$ cat src/rtl/io_input_debounce.sv
// Two-channel switch/key conditioner: 2-flop synchronizers, shared sample tick,
// per-bit debounce, registered 32-bit IO words. Optional macro: DEBOUNCE_EVENT_CNT_EN.
`timescale 1ns/1ps

// Per-bit debounce state, encoded by the stability counter sc:
//   state     | meaning
//   STABLE    | sc == 0, synchronized input agrees with deb
//   COUNTING  | 0 < sc < STABLE_CNT, input disagreed on sc consecutive ticks
//   (flip)    | disagreeing tick with sc == STABLE_CNT-1: deb takes input, back to STABLE
module io_input_debounce #(
   parameter int WIDTH      = 10,
   parameter int TICK_DIV   = 50000,
   parameter int STABLE_CNT = 4
) (
   input  logic             clock,
   input  logic             resetn,
   input  logic [WIDTH-1:0] raw0,
   input  logic [WIDTH-1:0] raw1,
   output logic [31:0]      in_port0,
   output logic [31:0]      in_port1,
   output logic             changed
);

   localparam int CH_W = 2 * WIDTH;
   localparam int TD_W = (TICK_DIV > 1) ? $clog2(TICK_DIV) : 1;
   localparam int SC_W = $clog2(STABLE_CNT + 1);
   localparam logic [TD_W-1:0] TICK_LAST = TD_W'(TICK_DIV - 1);
   localparam logic [TD_W-1:0] TD_ONE    = TD_W'(1);
   localparam logic [SC_W-1:0] SC_LAST   = SC_W'(STABLE_CNT - 1);
   localparam logic [SC_W-1:0] SC_ONE    = SC_W'(1);

   logic [CH_W-1:0] raw_cat;
   logic [CH_W-1:0] sync_meta;
   logic [CH_W-1:0] sync;

   logic [TD_W-1:0] tick_cnt;
   logic [TD_W-1:0] tick_cnt_nxt;
   logic            tick;

   logic [CH_W-1:0]           deb;
   logic [CH_W-1:0]           deb_nxt;
   logic [CH_W-1:0][SC_W-1:0] sc;
   logic [CH_W-1:0][SC_W-1:0] sc_nxt;

   logic [WIDTH-1:0] port0_q;
   logic [WIDTH-1:0] port1_q;
   logic             any_flip;

   // Channel 1 in the upper half so one vector carries both buses.
   assign raw_cat = {raw1, raw0};

   always_ff @(posedge clock or negedge resetn) begin
      if (!resetn) begin
         sync_meta <= '0;
         sync      <= '0;
      end else begin
         sync_meta <= raw_cat;
         sync      <= sync_meta;
      end
   end

   assign tick         = (tick_cnt == TICK_LAST);
   assign tick_cnt_nxt = tick ? '0 : (tick_cnt + TD_ONE);

   always_ff @(posedge clock or negedge resetn) begin
      if (!resetn) begin
         tick_cnt <= '0;
      end else begin
         tick_cnt <= tick_cnt_nxt;
      end
   end

   always_ff @(posedge clock or negedge resetn) begin
      if (!resetn) begin
         deb <= '0;
         sc  <= '0;
      end else begin
         deb <= deb_nxt;
         sc  <= sc_nxt;
      end
   end

   always_comb begin
      deb_nxt = deb;
      sc_nxt  = sc;
      if (tick) begin
         for (int i = 0; i < CH_W; i++) begin
            if (sync[i] == deb[i]) begin
               sc_nxt[i] = '0;
            end else if (sc[i] == SC_LAST) begin
               deb_nxt[i] = sync[i];
               sc_nxt[i]  = '0;
            end else begin
               sc_nxt[i] = sc[i] + SC_ONE;
            end
         end
      end
   end

   // The output copy lags deb by one cycle, so a difference is exactly a flip.
   assign any_flip = |(deb ^ {port1_q, port0_q});

   always_ff @(posedge clock or negedge resetn) begin
      if (!resetn) begin
         port0_q <= '0;
         port1_q <= '0;
         changed <= 1'b0;
      end else begin
         port0_q <= deb[WIDTH-1:0];
         port1_q <= deb[CH_W-1:WIDTH];
         changed <= any_flip;
      end
   end

`ifdef DEBOUNCE_EVENT_CNT_EN
   logic [7:0] evt_cnt;
   logic       ch0_flip;

   // Several channel-0 bits flipping on one tick still count as a single event.
   assign ch0_flip = |(deb[WIDTH-1:0] ^ port0_q);

   always_ff @(posedge clock or negedge resetn) begin
      if (!resetn) begin
         evt_cnt <= '0;
      end else if (ch0_flip) begin
         evt_cnt <= evt_cnt + 8'd1;
      end
   end

   assign in_port0 = {evt_cnt, 24'(port0_q)};
`else
   assign in_port0 = 32'(port0_q);
`endif

   assign in_port1 = 32'(port1_q);

endmodule

$ cat config.mk
export PLATFORM = sky130hd
export DESIGN_NAME = io_input_debounce
export DESIGN_NICKNAME = d
export VERILOG_FILES = /design/src/rtl/io_input_debounce.sv
export SDC_FILE = /design/constraint.sdc
export NUM_CORES = 1
export LEC_CHECK = 0
export ABC_AREA = 1
export CORE_UTILIZATION = 58
export DETAILED_ROUTE_END_ITERATION = 7
export HOLD_SLACK_MARGIN = 0.06
export PLACE_DENSITY = 0.82
export SLEW_MARGIN = 15
export SYNTH_ARGS = -nofsm -noshare
export SYNTH_HDL_FRONTEND = slang
export SYNTH_SLANG_ARGS = --single-unit
$ cat constraint.sdc
create_clock -name clock -period 4.63 [get_ports clock]
set_clock_uncertainty 0.1 [all_clocks]
set_input_delay 1.1575 -clock clock [delete_from_list [all_inputs] [get_ports clock]]
set_output_delay 1.1575 -clock clock [all_outputs]
set_load 0.01 [all_outputs]
**Yosys cells after proc, flatten, opt, wreduce, memory -nomap -nowiden**

Index checks and enable logic that the tools add are counted.

- Register bits after elaboration: 157
- Input bits: 22
- Output and inout port bits: 65
- Word-level logic and storage cells: 191

- Add/subtract/negate cells: 21
- Equality and inequality tests: 41
- Multiplexer cells: 41
- Bitwise logic cells: 21
- Reduce and logical (&&, ||, !) cells: 21

Operators with widths:

| cell | number |
|---|---|
| $mux W3 | 40 |
| $add A3 B1 Y3 const B | 20 |
| $eq A3 B2 Y1 const B | 20 |
| $reduce_and A3 Y1 | 20 |
| $eq A1 B1 Y1 | 20 |
| $not A1 Y1 | 20 |
| $reduce_or A20 Y1 | 1 |
| $xor A20 B20 Y20 | 1 |
| $add A16 B1 Y16 const B | 1 |
| $eq A16 B16 Y1 const B | 1 |
| $mux W16 | 1 |

**Longest topological paths before layout**

Gate-level depths: netlist of the first run.

- Depth in word-level cells: 3
- Mapped depth: 9
- Gate-level depth less buffers: 9

**Worst setup path after synthesis of the first run**

No wires, ideal clock.

- Path type: register to output
- From: register port0_q[0]
- To: output in_port0[0]
- Arrival time: 0.394 ns
- Data required time: 3.373 ns
- Path slack: 2.979 ns
- Stages on the path, launching flop included: 1
- Path buffers: 0
- Path through: dfrtp_1

RTL lines:

| item | RTL line | source |
|---|---|---|
| start, declared | 45 | `logic [WIDTH-1:0] port0_q;` |
| start signal, assigned | 109 | `port0_q <= deb[WIDTH-1:0];` |
| end, declared | 19 | `output logic [31:0] in_port0,` |

No word-level cell between the ends.

**Worst setup path in the final report of the first run**

- From: register port0_q[0]
- To: output in_port0[0]

No word-level cell between the ends.

==> results.cfg, run 1 <==
[outcome]
outcome = finished, final reports clean

[global_route]
grt_max_degree = 91
grt_pass1_wl_um = 21900
overflow = 0
track_usage = 0.219
grt_pass1_vias = 4873
antenna_found_initial = 0

[critical_path]
rrSetupSlack_ps = 2330
path_max_fanout = 3
worst-setup-path-type = flip-flop to output port
critical_path_buf_inv_count = 1
cpPeakStageDelay_ps = 550
path_delay_family = buffers and inverters
crit_path_start_kind = flip-flop
cp_slowest_cell = clkdlybuf4s50_1
path_cells = clkdlybuf4s50_1
critPathRequiredTime_ps = 3370
cp.arrival_ps = 1360
crit_path_end_kind = output port

[synthesis]
syn_area_sq_um = 7400
synth-edff-count = 0
ys_ff_latch = 157
synth_cells = 810
syn_area_per_cell_sq_um = 9.14
yosys_warnings = 0
async_flop_share = 1.00
ys.flop_type = dfrtp_1
post_synth_num_cell_types = 33
ys_seq_area_frac = 0.531

[floorplanning]
rows = 40
start_util = 0.606
ios = 87
chipHeight_um = 115
die_x_um = 115
dieArea_sq_um = 13200
core_area_sq_um = 12200

[hold_path]
hold_class = flip-flop to flip-flop

[finish]
final_cells = 1039
drive_gt1_frac = 0.0804
final_nets = 901
syn_to_final_growth_pct = 12.9
fill_cells = 964
diodes = 0

[drt]
drtIter0Drc = 314
drt_pass1_iterations = 4
drt_wl_total_um = 12700
final_antenna_net_count = 0
wire_per_inst_um = 12.3
vias = 5010
vias_per_cell = 4.82
drcViolationCount = 0

[timing]
setup_tns_ps = 0
min_period_ps = 2610
fmax_mhz = 383
finalHoldViolations = 0
rsz0062_at_grt = false
worst_slew_pin_slew_ps = 679
finalMaxSlewViolations = 0
layout_setup_ws_ps = 2020
maxSlewHeadroom = 0.548
period_share = 0.564
setup_viol = 0

[pwr]
power_mw = 2.82
ir_drop_mv = 0.258
swShare = 0.217
p_sw_mw = 0.611
p_per_area_nw_per_um2 = 337
clockPowerShare = 0.473
internal-power_mw = 2.21
power.share.combinational = 0.031
p_leak_nw = 4.32
sequentialPowerShare = 0.496

[clock_tree]
clock-sinks = 157
cts_setup_buffers = 0
cts_tree = built
cts_buffers = 17
cts_root_buf = clkbuf_16
htreeDepth = 4
ctsResizeCount = 0
clkLatencyLatePin_ps = 430
path_clk_slew_ps = 60
cts_hold_buf = 0
clockBufferDepth = 2

[placed_design]
dp.cells = 1007
place.gp.congestion = 0.867
io_buffers = 42
place_ws_ps = 2330
hpwl_um = 8190

[run]
drv_cap = 0
==> power groups by stage <==
stage	clock, mW	combinational (mW)	sequential (mW)
6_report	1.33	0.0869	1.40
5_1_grt	1.41	0.101	1.40
4_1_cts	1.35	0.0887	1.40
3_5_place_dp	0	0.0879	1.42
3_3_place_gp	0	0.0872	1.42
2_1_floorplan	0	0.0646	1.42
==> per-layer routing <==
metal | up-vias | wire (um) | part of all wire | track usage
met5 | - | 0 | 0 | 0
met4 | 0 | 224 | 0.018 | 0.0883
met3 | 23 | 370 | 0.029 | 0.0590
met2 | 73 | 6380 | 0.50 | 0.365
met1 | 2411 | 5780 | 0.45 | 0.272
li1 | 2503 | - | - | -
==> synthesized netlist by cell type, types with 2 or more instances <==
| cell | number | area [sq um] |
|---|---|---|
| nand2_1 | 182 | 683 |
| nand4_1 | 8 | 50.1 |
| o21ai_2 | 10 | 87.6 |
| dfrtp_1 | 157 | 3930 |
| or2_2 | 2 | 12.5 |
| nand3_4 | 11 | 193 |
| ha_1 | 21 | 263 |
| nand3b_1 | 15 | 113 |
| nand3_1 | 35 | 175 |
| o21ai_1 | 43 | 215 |
| a21oi_1 | 15 | 75.1 |
| nor2_1 | 76 | 285 |
| xor2_1 | 19 | 166 |
| buf_2 | 8 | 40.0 |
| xnor2_1 | 10 | 87.6 |
| inv_1 | 129 | 484 |
| buf_4 | 47 | 353 |
| nand2_2 | 4 | 25.0 |
| inv_2 | 3 | 11.3 |
| nor2_8 | 2 | 40.0 |
==> path summary, 6_finish.rpt <==
check                         startpoint           to  cells past startpoint
setup / recovery              port0_q[0]  in_port0[0]                      1
hold / removal             sync_meta[19]     sync[19]                      0
setup reg to reg             tick_cnt[0]       sc[17]                      6
hold reg to reg            sync_meta[19]     sync[19]                      0
max in group asynchronous         resetn        sc[6]                      2
min in group asynchronous         resetn      sync[9]                      1
==> cells by family after synthesis <==
kind of cell | share of synthesized area
compound gates | 0.0539
xor+xnor | 0.0343
fa+ha+maj | 0.0355
buf+inv | 0.127
flops | 0.531
other cells | 0.000507
simple gates | 0.218
==> through the flow <==
step / hold WS, ps / instance area (sq um) / util
after floorplan: 231 / 7560 / -
final: 247 / 8360 / 0.685
after CTS: 248 / 8360 / 0.685
after global routing: 252 / 8360 / 0.685
after detailed placement: 235 / 7790 / 0.638
after global placement: 232 / 7790 / 0.638
==> final cells by class <==
cell class,instances,area (sq um),share of cell area
sequential,157,3930,0.470
multi-input combinational,505,2700,0.323
inverter,133,499,0.0597
clock buffer,22,484,0.0579
timing repair buffer,44,449,0.0537
tap,168,210,0.0251
clock inverter,10,88.8,0.0106
==> cell usage in the layout, fill, tap and decap left out, drive strengths merged <==
master / instances
clkbuf: 22
nand2: 186
clkinv: 6
nor2: 80
o21bai: 1
dfrtp: 157
clkdlybuf4s50: 41
ha: 21
a21o: 1
nand4: 8
nand3: 47
o21ai: 53
a21oi: 15
inv: 132
nor3: 1
clkinvlp: 4
xnor2: 10
xor2: 19
conb: 44
and2: 1
buf: 3
a31oi: 1
nand3b: 15
bufinv: 1
or2: 2
==> sequential cells by signal, summed over array words and instances, names as in the netlist <==
signal and flops:
sc 60, deb 20, sync 20, sync_meta 20, tick_cnt 16, port0_q 10
port1_q 10, changed 1
Power figures use the tool's default switching activity.
==> inputs of run 2 (changes only) <==
- CORE_UTILIZATION: 58 -> 51
- PLACE_DENSITY: 0.82 -> 0.77
- clock period: 4.63 -> 2.28 ns (I/O delays scaled with it)
==> results.cfg, run 2 (synthesis results as in run 1) <==
[clock_tree]
cts_buffers = 17
htreeDepth = 4
cts_tree = built
clockBufferDepth = 2
cts_hold_buf = 1
clock-sinks = 157
path_clk_slew_ps = 60
cts_root_buf = clkbuf_16
ctsResizeCount = 0
cts_setup_buffers = 0
clkLatencyLatePin_ps = 430

[placed_design]
place.gp.congestion = 0.836
hpwl_um = 8610
postPlaceCellArea_sq_um = 7910
io_buffers = 42

[critical_path]
crit_path_start_kind = flip-flop
worst-setup-path-type = flip-flop to output port
r2r_cells = 7
worst-path-stages = 1
crit_path_end_kind = output port
cpPeakStageDelay_ps = 610
cp.arrival_ps = 1430
critPathRequiredTime_ps = 1610
path_cells = clkdlybuf4s50_1
critical_path_buf_inv_count = 1
path_delay_family = buffers and inverters
cp_slowest_cell = clkdlybuf4s50_1
path_max_fanout = 3

[pwr]
swShare = 0.213
p_sw_mw = 1.29
p_per_area_nw_per_um2 = 705
ir_drop_mv = 0.566
power_mw = 6.03
sequentialPowerShare = 0.471
p_leak_nw = 4.43
clockPowerShare = 0.499
internal-power_mw = 4.75
power.share.combinational = 0.031

[floorplanning]
dieArea_sq_um = 15000
start_util = 0.527
rows = 43
ios = 87
die_x_um = 122
chipHeight_um = 122
core_area_sq_um = 14000

[drt]
wl_met1_um = 5730
wire_per_inst_um = 11.8
drt_pass1_iterations = 4
top_layer_used = met4
wl_met2_um = 6210
vias = 4894
drtIter0Drc = 257
met3_length_um = 473
drcViolationCount = 0
final_antenna_net_count = 0
vias_per_cell = 4.61
drt_wl_total_um = 12500

[global_route]
track_usage = 0.186
grt_pass1_vias = 4759
overflow = 0
grt_pass1_wl_um = 21500
grt_max_degree = 46
antenna_found_initial = 0

[timing]
finalMaxSlewViolations = 0
fmax_mhz = 475
finalHoldViolations = 0
whs_ps = 245
min_period_ps = 2100
setup_viol = 0
setup_tns_ps = 0
rsz0062_at_grt = false
period_share = 0.923

[finish]
final_common_cell = nand2_1
final_area_sq_um = 8560
diodes = 0
final_nets = 912
top_register = sc
final_core_util = 0.609
drive_gt1_frac = 0.0918
largest_reg_flops = 60
fill_cells = 1140
syn_to_final_growth_pct = 15.6
final_cell_mix = 181 x nand2_1, 157 x dfrtp_1, 129 x inv_1

[hold_path]
worstHoldPathCells = 0
hold_class = flip-flop to flip-flop

[outcome]
outcome = finished, final reports clean

[run]
drv_cap = 0
## run 2: changes by cell type in the layout (fill, tap and decap cells not counted), sizes merged
cell	previous run	this run
buf	3	13
bufinv	1	4
clkbuf	22	18
clkinv	6	10
clkinvlp	4	0
dlygate4sd3	0	1
inv	132	133
## run 2: metal layers
metal / vias up / global-route usage
met5: - / 0
met4: 0 / 0.0770
met3: 9 / 0.0446
met2: 72 / 0.304
met1: 2273 / 0.237
li1: 2540 / -
## run 2: area by class of cell
type / instances / area [sq um] / area share
clock buffer: 18 / 439 / 0.0513
clock inverter: 14 / 193 / 0.0225
inverter: 133 / 499 / 0.0584
multi-input combinational: 505 / 2700 / 0.315
sequential: 157 / 3930 / 0.459
tap: 180 / 225 / 0.0263
timing repair buffer: 55 / 572 / 0.0668
## run 2: power by group through the flow
stage / Clock [mW] / Combinational (mW) / Sequential, mW
2_1_floorplan: 0 / 0.131 / 2.89
5_1_grt: 3.18 / 0.215 / 2.84
3_5_place_dp: 0 / 0.186 / 2.89
4_1_cts: 3.07 / 0.189 / 2.84
6_report: 3.01 / 0.185 / 2.84
3_3_place_gp: 0 / 0.184 / 2.89
## run 2: per-stage QoR
stage	std cells	worst slack (ps)
after floorplan	853	780
after global routing	1062	156
after CTS	1062	187
after global placement	1029	627
after detailed placement	1029	566
final	1062	177
## run 2: worst paths after layout
path	startpoint	to	slack (ps)
hold reg to reg	sync_meta[16]	sync[16]	250
min in group asynchronous	resetn	port1_q[0]	510
max in group asynchronous	resetn	sync[12]	980
hold / removal	sync_meta[16]	sync[16]	250
setup reg to reg	tick_cnt[0]	deb[9]	540
setup / recovery	port1_q[3]	in_port1[3]	180
